===== config.mk =====
export PLATFORM = sky130hd
export DESIGN_NAME = bus_interface_ws
export DESIGN_NICKNAME = d
export VERILOG_FILES = /design/src/rtl/bus_interface_ws_pkg.sv /design/src/rtl/bus_lane_steer.sv /design/src/rtl/bus_interface_ws.sv
export SDC_FILE = /design/constraint.sdc
export NUM_CORES = 1
export LEC_CHECK = 0
export ABC_AREA = 1
export ABC_CLOCK_PERIOD_IN_PS = 2300
export BUFFER_PORTS_ARGS = -buffer_cell sky130_fd_sc_hd__buf_2
export CAP_MARGIN = 20
export CORE_ASPECT_RATIO = 0.75
export CORE_MARGIN = 5
export CORE_UTILIZATION = 45
export DETAILED_ROUTE_END_ITERATION = 8
export GPL_ROUTABILITY_DRIVEN = 1
export MAX_ROUTING_LAYER = met4
export PLACE_DENSITY = 0.79
export SYNTH_ARGS = -nofsm -noshare
export SYNTH_HDL_FRONTEND = slang
export SYNTH_HIERARCHICAL = 1
export SYNTH_SLANG_ARGS = --single-unit

===== constraint.sdc =====
create_clock -name CLK -period 2.3 [get_ports CLK]
set_input_delay 0 -clock CLK [delete_from_list [all_inputs] [get_ports CLK]]
set_output_delay 0 -clock CLK [all_outputs]
set_load 0.05 [all_outputs]

===== src/rtl/bus_interface_ws_pkg.sv =====
// Shared definitions for the parametrised CPU/debug bus interface.
//   - BUS_SEQX_* : bus sequence codes driven by the CPU sequencer
//   - bus_state_t: transaction state encoding
//   - helpers that classify a sequence code
package bus_interface_ws_pkg;

   localparam logic [2:0] BUS_SEQX_IDLE   = 3'd0;
   localparam logic [2:0] BUS_SEQX_IFETCH = 3'd1;
   localparam logic [2:0] BUS_SEQX_ARGRD  = 3'd2;
   localparam logic [2:0] BUS_SEQX_ARGWR  = 3'd3;
   localparam logic [2:0] BUS_SEQX_DFETCH = 3'd5;
   localparam logic [2:0] BUS_SEQX_DARGRD = 3'd6;
   localparam logic [2:0] BUS_SEQX_DARGWR = 3'd7;
   localparam int         BUS_SEQX_DEBUG_BIT = 2;

   typedef enum logic [1:0] {
      BUS_ST_IDLE   = 2'd0,
      BUS_ST_SETUP  = 2'd1,
      BUS_ST_STROBE = 2'd2,
      BUS_ST_HOLD   = 2'd3
   } bus_state_t;

   // Fetch codes (1 and 5) differ only in the debug bit.
   function automatic logic seq_is_fetch(input logic [2:0] seq);
      return seq[1:0] == BUS_SEQX_IFETCH[1:0];
   endfunction

   // Argument codes (2,3,6,7) all have bit 1 set; code 4 falls through to idle.
   function automatic logic seq_is_arg(input logic [2:0] seq);
      return seq[1];
   endfunction

   function automatic logic seq_is_write(input logic [2:0] seq);
      return seq[1:0] == BUS_SEQX_ARGWR[1:0];
   endfunction

endpackage


===== src/rtl/bus_lane_steer.sv =====
// Byte-lane steering for the external bus (purely combinational).
//   byte_access : 1 = single byte, 0 = full word
//   lane        : byte lane index taken from the low address bits
//   wdata       : latched write data      -> wdata_out (byte replicated on all lanes)
//   rdata       : bus read data           -> rdata_out (selected lane zero-extended)
//   lane_en     : per-lane write enables
module bus_lane_steer #(
   parameter int DW = 16,
   localparam int LANES = DW / 8,
   localparam int LW = (LANES > 1) ? $clog2(LANES) : 1
)(
   input  logic             byte_access,
   input  logic [LW-1:0]    lane,
   input  logic [DW-1:0]    wdata,
   input  logic [DW-1:0]    rdata,
   output logic [LANES-1:0] lane_en,
   output logic [DW-1:0]    wdata_out,
   output logic [DW-1:0]    rdata_out
);

   logic [7:0] lane_bytes [LANES];

   for (genvar gi = 0; gi < LANES; gi++) begin : g_lane
      assign lane_bytes[gi]         = rdata[gi*8 +: 8];
      assign lane_en[gi]            = !byte_access || (lane == LW'(gi));
      assign wdata_out[gi*8 +: 8]   = byte_access ? wdata[7:0] : wdata[gi*8 +: 8];
   end

   assign rdata_out = byte_access ? {{(DW-8){1'b0}}, lane_bytes[lane]} : rdata;

endmodule


===== src/rtl/bus_interface_ws.sv =====
// Bus interface with wait states: sequences CPU and debug fetch / argument
// read / argument write cycles onto one external memory bus as
// SETUP -> STROBE (READY handshake, minimum wait states, timeout) -> HOLD.
// Ports:
//   CLK, RESETN                      clock, asynchronous active-low reset
//   FETCH/DECODE/EXECUTE/COMMIT      CPU phase strobes (DECODE, COMMIT start cycles)
//   BUS_SEQX                         requested sequence code
//   CPU_ADDR/CPU_DOUT/CPU_BYTEX      CPU request, CPU_DIN registered read data
//   DEBUG_ADDR/DEBUG_DOUT            debug request, DEBUG_DIN registered read data
//   DEBUG_RD/DEBUG_WR                debug completion pulses, DEBUG_DATA_SELX debug active
//   ADDR_BUF/DOUT_BUF/DIN_BUF        external address / write data / read data
//   RD_BUF, WR_BUF, READY_BUF        read strobe, per-lane write strobes, target ready
//   STALL, BUS_ERR                   CPU hold request, timeout abort pulse
module bus_interface_ws
   import bus_interface_ws_pkg::*;
#(
   parameter int AW          = 16,
   parameter int DW          = 16,
   parameter int WAIT_STATES = 0,
   parameter int TIMEOUT     = 64
)(
   input  logic            CLK,
   input  logic            RESETN,
   input  logic            FETCH,
   input  logic            DECODE,
   input  logic            EXECUTE,
   input  logic            COMMIT,
   input  logic [2:0]      BUS_SEQX,
   input  logic [AW-1:0]   CPU_ADDR,
   input  logic [DW-1:0]   CPU_DOUT,
   input  logic            CPU_BYTEX,
   output logic [DW-1:0]   CPU_DIN,
   input  logic [AW-1:0]   DEBUG_ADDR,
   input  logic [DW-1:0]   DEBUG_DOUT,
   output logic [DW-1:0]   DEBUG_DIN,
   output logic            DEBUG_RD,
   output logic            DEBUG_WR,
   output logic            DEBUG_DATA_SELX,
   output logic [AW-1:0]   ADDR_BUF,
   output logic [DW-1:0]   DOUT_BUF,
   input  logic [DW-1:0]   DIN_BUF,
   output logic            RD_BUF,
   output logic [DW/8-1:0] WR_BUF,
   input  logic            READY_BUF,
   output logic            STALL,
   output logic            BUS_ERR
);

   localparam int LANES = DW / 8;
   localparam int LW    = (LANES > 1) ? $clog2(LANES) : 1;
   localparam int CW    = $clog2(TIMEOUT + 1);

   bus_state_t      state_reg, state_next;
   logic [AW-1:0]   addr_reg;
   logic [DW-1:0]   wdata_reg;
   logic            byte_reg, write_reg, debug_reg, err_reg;
   logic [CW-1:0]   cnt_reg;
   logic            start_req, complete, abort, ws_met;
   logic [LANES-1:0] lane_en;
   logic [DW-1:0]   wdata_steer, rdata_steer;
   logic            unused_phase;

   // FETCH and EXECUTE are part of the CPU phase bundle but never start a cycle.
   assign unused_phase = &{1'b0, FETCH, EXECUTE};

   assign start_req = (DECODE && seq_is_fetch(BUS_SEQX)) ||
                      (COMMIT && seq_is_arg(BUS_SEQX));

   // With no minimum wait states READY is honoured from the first strobe cycle.
   if (WAIT_STATES == 0) begin : g_ws_none
      assign ws_met = 1'b1;
   end else begin : g_ws_min
      assign ws_met = cnt_reg >= CW'(WAIT_STATES);
   end

   bus_lane_steer #(.DW(DW)) u_steer (
      .byte_access (byte_reg),
      .lane        (addr_reg[LW-1:0]),
      .wdata       (wdata_reg),
      .rdata       (DIN_BUF),
      .lane_en     (lane_en),
      .wdata_out   (wdata_steer),
      .rdata_out   (rdata_steer)
   );

   always_comb begin
      state_next = state_reg;
      complete   = 1'b0;
      abort      = 1'b0;
      case (state_reg)
         BUS_ST_IDLE:   if (start_req) state_next = BUS_ST_SETUP;
         BUS_ST_SETUP:  state_next = BUS_ST_STROBE;
         BUS_ST_STROBE: begin
            // A READY arriving on the last allowed cycle still wins over the abort.
            if (ws_met && READY_BUF) begin
               complete   = 1'b1;
               state_next = BUS_ST_HOLD;
            end else if (cnt_reg == CW'(TIMEOUT - 1)) begin
               abort      = 1'b1;
               state_next = BUS_ST_HOLD;
            end
         end
         BUS_ST_HOLD:   state_next = BUS_ST_IDLE;
         default:       state_next = BUS_ST_IDLE;
      endcase
   end

   always_ff @(posedge CLK or negedge RESETN) begin
      if (!RESETN) begin
         state_reg <= BUS_ST_IDLE;
         addr_reg  <= '0;
         wdata_reg <= '0;
         byte_reg  <= 1'b0;
         write_reg <= 1'b0;
         debug_reg <= 1'b0;
         err_reg   <= 1'b0;
         cnt_reg   <= '0;
         CPU_DIN   <= '0;
         DEBUG_DIN <= '0;
      end else begin
         state_reg <= state_next;

         if (state_reg == BUS_ST_IDLE && start_req) begin
            debug_reg <= BUS_SEQX[BUS_SEQX_DEBUG_BIT];
            addr_reg  <= BUS_SEQX[BUS_SEQX_DEBUG_BIT] ? DEBUG_ADDR : CPU_ADDR;
            wdata_reg <= BUS_SEQX[BUS_SEQX_DEBUG_BIT] ? DEBUG_DOUT : CPU_DOUT;
            byte_reg  <= CPU_BYTEX && !seq_is_fetch(BUS_SEQX);
            write_reg <= seq_is_write(BUS_SEQX);
            err_reg   <= 1'b0;
         end

         if (state_reg == BUS_ST_STROBE) cnt_reg <= cnt_reg + 1'b1;
         else                            cnt_reg <= '0;

         if (abort) err_reg <= 1'b1;

         if (complete && !write_reg) begin
            if (debug_reg) DEBUG_DIN <= rdata_steer;
            else           CPU_DIN   <= rdata_steer;
         end
      end
   end

   assign ADDR_BUF        = addr_reg;
   assign DOUT_BUF        = wdata_steer;
   assign RD_BUF          = (state_reg == BUS_ST_STROBE) && !write_reg;
   assign WR_BUF          = (state_reg == BUS_ST_STROBE && write_reg) ? lane_en : '0;
   assign STALL           = (state_reg != BUS_ST_IDLE);
   assign DEBUG_DATA_SELX = (state_reg != BUS_ST_IDLE) && debug_reg;
   assign DEBUG_RD        = (state_reg == BUS_ST_HOLD) && debug_reg && !write_reg && !err_reg;
   assign DEBUG_WR        = (state_reg == BUS_ST_HOLD) && debug_reg && write_reg && !err_reg;
   assign BUS_ERR         = (state_reg == BUS_ST_HOLD) && err_reg;

endmodule


# Yosys cells after proc, flatten, opt, wreduce, memory -nomap -nowiden
# Cells that the tools add are included.
# totals
ff_bits	77
inputBits	91
out_inout_bits	72
wordCells	70
# classes
n_addsub	1
magnitude_cmp	1
n_eq_ne	8
mux	20
bitwise	3
reduce_logical	27
# ops
operator	n
$mux W16	3
$mux W8	4
$logic_and A1 B1 Y1	14
$mux W2	4
$pmux W2 S4	1
$add A7 B1 Y7 const B	1
$eq A7 B6 Y1 const B	1
$mux W1	7
$mux W7	1
$eq A2 B2 Y1 const B	3
$reduce_and A2 Y1	3
$eq A2 B1 Y1 const B	2
$logic_not A1 Y1	4
$reduce_bool A2 Y1	2
$logic_or A1 B1 Y1	3
$ne A3 B3 Y1 const B	1
$ge A2 B2 Y1 const B	1
$logic_not A2 Y1	1
$ne A2 B2 Y1 const B	1
$not A1 Y1	2
$not A1 Y2	1

# Depth between registers and ports, before layout
# logic_depth
ltp_word	6
ltp_mapped	8
depth_no_buf	8

# By module
# The synthesis kept the hierarchy.
# by_module_without_submodules
mod	instances	cells_per_inst	area_per_inst_um2	seq_area_each_um2
bus_interface_ws	1	380	3539.6	1926.8
bus_lane_steer	1	80	412.9	0.0

# Worst setup path before layout
# Ideal clock, no wire load.
# synth_path
kind	register to output
from	reg state_reg[1]
to	out DEBUG_WR
arrival_time_ns	1.746
t_required_ns	2.300
setup_slack_ns	0.554
stages_incl_launch_ff	4
path_buffers	0
cell_sequence	dfrtp_1 ha_1 nand2_1 nor3b_1
# synth_via
elab_chain_len	4
# synth_lines
element	line_no	rtl
start: declaration	bus_interface_ws.sv:53	bus_state_t state_reg, state_next;
start signal: assignment	bus_interface_ws.sv:121	state_reg <= state_next;
$eq A2 B2 Y1	bus_interface_ws.sv:151	assign DEBUG_WR = (state_reg == BUS_ST_HOLD) && debug_reg && write_reg && !err_reg;
$logic_and A1 B1 Y1 (3 in series)	bus_interface_ws.sv:151	
end: declaration	bus_interface_ws.sv:37	output logic DEBUG_WR,
# Every way passes these cells.

# Worst setup path in the final report
# layout_path
from	reg byte_reg
to	out DOUT_BUF[12]
# layout_via
elab_chain_len	1
# layout_lines
element	line_no	rtl
start: declaration	bus_interface_ws.sv:56	logic byte_reg, write_reg, debug_reg, err_reg;
start signal: assignment	bus_interface_ws.sv:127	byte_reg <= CPU_BYTEX && !seq_is_fetch(BUS_SEQX);
$mux W8	bus_lane_steer.sv:26	assign wdata_out[gi*8 +: 8] = byte_access ? wdata[7:0] : wdata[gi*8 +: 8];
end: declaration	bus_interface_ws.sv:40	output logic [DW-1:0] DOUT_BUF,
# Every way passes these cells.

==> impl_results.html <==
<table>
<tr><th>Metric</th><th>Value</th></tr>
<tr><th colspan="2">Outcome</th></tr>
<tr><td>Run status</td><td>finished, final reports clean</td></tr>
<tr><th colspan="2">Die</th></tr>
<tr><td>Core area</td><td>0.00853 mm²</td></tr>
<tr><td>Number of I/O pins</td><td>163</td></tr>
<tr><td>Initial core utilization</td><td>46.4%</td></tr>
<tr><td>Horiz. Die Dim</td><td>about 120 µm</td></tr>
<tr><td>Site row count</td><td>29</td></tr>
<tr><td>Vertical die dimension</td><td>~90 µm</td></tr>
<tr><td>Die area</td><td>about 0.011 mm²</td></tr>
<tr><th colspan="2">Power</th></tr>
<tr><td>Worst IR Drop VDD</td><td>~1.1 mV</td></tr>
<tr><td>Power density cells</td><td>around 1600 mW/mm²</td></tr>
<tr><td>Total power after layout</td><td>8.02 mW</td></tr>
<tr><td>Leakage power</td><td>2.77 nW</td></tr>
<tr><th colspan="2">Worst setup path</th></tr>
<tr><td>Worst path top cell family by delay</td><td>flip-flops</td></tr>
<tr><td>Length in cells of the worst reg-to-reg path</td><td>8</td></tr>
<tr><td>Critical path buffers and inverters</td><td>2</td></tr>
<tr><td>Reg2reg end</td><td>CPU_DIN[15]</td></tr>
<tr><td>Reg2Reg Setup Slack</td><td>630 ps</td></tr>
<tr><td>Launch point of the worst reg-to-reg path</td><td>state_reg[0]</td></tr>
<tr><td>Max incr delay on CP</td><td>roughly 690 ps</td></tr>
<tr><td>Type of the setup path with the least slack</td><td>flop to primary output</td></tr>
<tr><td>Arrival time of data at the critical path endpoint</td><td>1850 ps</td></tr>
<tr><td>Kind of end point of the critical path</td><td>primary output</td></tr>
<tr><td>Critical Path RT</td><td>2300 ps</td></tr>
<tr><td>Slowest cell on the critical path</td><td>sky130_fd_sc_hd__dfrtp_1</td></tr>
<tr><td>Highest net fanout along the worst path</td><td>20</td></tr>
<tr><td>Launching element type of the critical path</td><td>flop</td></tr>
<tr><td>CP cell instances</td><td>buf_4 &gt; nand2_1 &gt; o21ai_0 &gt; buf_2</td></tr>
<tr><th colspan="2">Logic synthesis</th></tr>
<tr><td>Syn Area/Cell</td><td>about 8.6 µm²</td></tr>
<tr><td>Count of flip-flops with a built-in enable after synthesis</td><td>0</td></tr>
<tr><td>Number of distinct standard cells referenced by the synthesized netlist</td><td>21</td></tr>
<tr><td>Sequential area share after synthesis</td><td>roughly half</td></tr>
<tr><td>Instance count of the mapped netlist</td><td>460</td></tr>
<tr><td>Cell taking the most area after synthesis</td><td>sky130_fd_sc_hd__dfrtp_1</td></tr>
<tr><td>Count of warnings emitted by yosys</td><td>6</td></tr>
<tr><td>Dominant register cell in the synthesized netlist</td><td>sky130_fd_sc_hd__dfrtp_1</td></tr>
<tr><td>Dominant cell by count in the synthesized netlist</td><td>sky130_fd_sc_hd__nand2_1</td></tr>
<tr><td>Top post-synthesis cells by count</td><td>sky130_fd_sc_hd__nand2_1 (108), sky130_fd_sc_hd__dfrtp_1 (77), sky130_fd_sc_hd__o21ai_0 (73)</td></tr>
<tr><td>Area share of the largest cell type after synthesis</td><td>48.7%</td></tr>
<tr><td>Number of nets produced by synthesis</td><td>555</td></tr>
<tr><td>Top cells by area, synth</td><td>sky130_fd_sc_hd__dfrtp_1 (49%), sky130_fd_sc_hd__nand2_1 (10%), sky130_fd_sc_hd__o21ai_0 (9.2%), sky130_fd_sc_hd__o21ai_2 (8.2%), sky130_fd_sc_hd__or2_2 (5.1%)</td></tr>
<tr><td>Async SR Flop Fraction</td><td>100%</td></tr>
<tr><td>Netlist area before placement</td><td>approximately 0.0040 mm²</td></tr>
<tr><td>FF+latch count, synth</td><td>77</td></tr>
<tr><th colspan="2">Timing</th></tr>
<tr><td>Final Max Slew Viols</td><td>0</td></tr>
<tr><td>Setup repair after global routing missed its margin</td><td>false</td></tr>
<tr><td>Final cycle utilization of the critical path</td><td>80.2%</td></tr>
<tr><td>Rel. slew slack</td><td>35.2%</td></tr>
<tr><td>Total of endpoints with negative setup slack in the final report</td><td>0</td></tr>
<tr><td>Setup Skew</td><td>8.38 ps</td></tr>
<tr><td>Worst Hold Slack</td><td>7.67 ps</td></tr>
<tr><td>Setup TNS after final layout</td><td>0 ps</td></tr>
<tr><td>Min Tclk post-route</td><td>about 1800 ps</td></tr>
<tr><td>Top achievable clock speed</td><td>between 0.5 and 0.6 GHz</td></tr>
<tr><td>Final Hold Vio Count</td><td>0</td></tr>
<tr><td>Setup WS post-layout</td><td>455 ps</td></tr>
<tr><td>Slew of the pin with the lowest slew margin</td><td>roughly 970 ps</td></tr>
<tr><th colspan="2">Layout</th></tr>
<tr><td>Relative area change from synthesis to final layout</td><td>29.0%</td></tr>
<tr><td>Area used by sequential logic in the layout</td><td>0.00193 mm²</td></tr>
<tr><td>Multi-input gate area</td><td>~0.0016 mm²</td></tr>
<tr><td>Fin nets</td><td>709</td></tr>
<tr><td>Fraction of layout instances using a drive strength above 1</td><td>a little over two fifths</td></tr>
<tr><td>Non-filler instance count after layout</td><td>between 700 and 800</td></tr>
<tr><td>Number of diodes added for antenna fixing</td><td>0</td></tr>
<tr><td>Total of fill cells in the finished design</td><td>772</td></tr>
<tr><th colspan="2">Placement</th></tr>
<tr><td>Total of buffers placed on input and output ports</td><td>160</td></tr>
<tr><td>HPWL after detailed placement</td><td>7.28 mm</td></tr>
<tr><td>Pre-CTS setup slack</td><td>625 ps</td></tr>
<tr><td>GPL Wtd Cong</td><td>0.825</td></tr>
<tr><td>Cell count after placement</td><td>701</td></tr>
<tr><th colspan="2">Min path</th></tr>
<tr><td>Hold Crit Start</td><td>DEBUG_DOUT[1]</td></tr>
<tr><td>Cell count of the worst hold path</td><td>3</td></tr>
<tr><td>Classification of the worst-slack hold path</td><td>primary input to flop</td></tr>
<tr><td>End point of the worst hold path</td><td>wdata_reg[1]</td></tr>
<tr><th colspan="2">Route</th></tr>
<tr><td>Via-to-Cell Ratio</td><td>around 4.8</td></tr>
<tr><td>DRC violation total after the first TritonRoute iteration</td><td>~210</td></tr>
<tr><td>DR WL/cell</td><td>about 14 µm</td></tr>
<tr><td>DRT antenna net count</td><td>0</td></tr>
<tr><td>Routed vias</td><td>3471</td></tr>
<tr><td>Routed Wire Length</td><td>9.82 mm</td></tr>
<tr><td>Total iterations of the first detailed-routing run</td><td>4</td></tr>
<tr><td>DRC viols</td><td>0</td></tr>
<tr><th colspan="2">Clock network</th></tr>
<tr><td>Number of setup buffers added after CTS</td><td>0</td></tr>
<tr><td>Number of instances resized during post-cts repair</td><td>0</td></tr>
<tr><td>Buffer cell driving the clock tree root</td><td>sky130_fd_sc_hd__clkbuf_16</td></tr>
<tr><td>Clock buffer count from CTS</td><td>9</td></tr>
<tr><td># clock sinks</td><td>77</td></tr>
<tr><td>Clk Latency, worst-skew pair</td><td>320 ps</td></tr>
<tr><td>Clock slew at reported path FFs</td><td>roughly 60 ps</td></tr>
<tr><td>CTS tree</td><td>yes</td></tr>
<tr><td>Number of levels the H-tree was split into</td><td>3</td></tr>
<tr><td>Longest Clk Path Bufs</td><td>2</td></tr>
<tr><th colspan="2">GRT</th></tr>
<tr><td>Total overflow reported by the global router</td><td>0</td></tr>
<tr><td>Number of antenna violations at the first check in global routing</td><td>0</td></tr>
<tr><td>Global Route Usage Sum</td><td>19.2%</td></tr>
<tr><td>Wire length of the first global-routing pass</td><td>16.7 mm</td></tr>
<tr><td>Largest net degree at the start of global routing</td><td>about 80</td></tr>
<tr><td>Number of global-route vias before repair</td><td>3530</td></tr>
<tr><th colspan="2">Job</th></tr>
<tr><td>Number of maximum-capacitance constraint violations</td><td>0</td></tr>
</table>
through the flow:
| stage | util (%) | cell area (µm²) |
|---|---|---|
| 6_report | 59.8 | 5100 |
| 2_1_floorplan | - | 3950 |
| 3_3_place_gp | 54.9 | 4680 |
| 4_1_cts | 59.8 | 5100 |
| 3_5_place_dp | 54.9 | 4680 |
| 5_1_grt | 59.8 | 5100 |
what timing repair did:
item                                    CTS  global route
endpoints found under the setup margin    0             0
hold buffers                             10             0
hold endpoints to repair                 85             0
worst register-to-register path: stages (launching register included):
cell                      delay [ps]
sky130_fd_sc_hd__dfrtp_1         400
sky130_fd_sc_hd__inv_1            90
sky130_fd_sc_hd__ha_1            320
sky130_fd_sc_hd__nand2_2          80
sky130_fd_sc_hd__nor2_2          140
sky130_fd_sc_hd__nand2_2          50
sky130_fd_sc_hd__buf_4           260
sky130_fd_sc_hd__nand2_1         150
sky130_fd_sc_hd__o21ai_2          60
placed cells by master, fill, tap and decap left out, drive strengths merged:
cell type / count
ha: 4
nand2: 121
clkbuf: 11
dlygate4sd3: 10
nor3b: 1
inv: 44
and3: 2
nor2: 17
dfrtp: 77
clkinvlp: 1
bufinv: 2
o21ai: 110
nor3: 1
a21oi: 5
nand3: 14
clkinv: 1
or2: 32
buf: 165
kinds of logic after synthesis:
kind of cell             count (synthesis)  synth area share [%]
buffers and inverters                   76                  10.4
AND/OR/NAND/NOR                        188                  21.5
flip-flops                              77                  48.7
adder cells (fa/ha/maj)                  4                  1.27
AO/OA/AOI/OAI                          115                  18.1
per-layer routing:
layer | vias to the layer above | global-route usage [%] | wire, µm
met2 | 133 | 31.0 | 4700
met4 | 0 | 4.30 | 74
met1 | 1566 | 24.2 | 4240
met5 | - | - | 0
met3 | 6 | 5.16 | 807
li1 | 1766 | - | -
area by class of cell:
cell class	instances	area share (%)
well taps	108	2.65
repair buffers	175	18.5
clock buffers	11	4.76
multi-input cells	307	31.7
inverters	44	3.24
clock inverters	4	1.42
flip-flops and latches	77	37.8
report_power, final:
part | total (mW) | internal (mW) | switching (mW)
clock | 1.49 | 0.972 | 0.517
combinational | 4.18 | 0.996 | 3.19
sequential | 2.35 | 1.91 | 0.435
total | 8.02 | 3.88 | 4.14
worst max-delay path by stage:
| stage | slack (ps) | start | end | depth (start not counted) |
|---|---|---|---|---|
| after detailed placement | 620 | state_reg[0] | CPU_DIN[2] | 8 |
| after global placement | 690 | state_reg[0] | CPU_DIN[2] | 8 |
| after global routing | 320 | byte_reg | DOUT_BUF[14] | 4 |
| after floorplan | 550 | state_reg[1] | DEBUG_WR | 3 |
| final | 450 | byte_reg | DOUT_BUF[12] | 4 |
| after CTS | 440 | byte_reg | DOUT_BUF[14] | 4 |
Note: power is estimated with default switching activity, not from simulation.
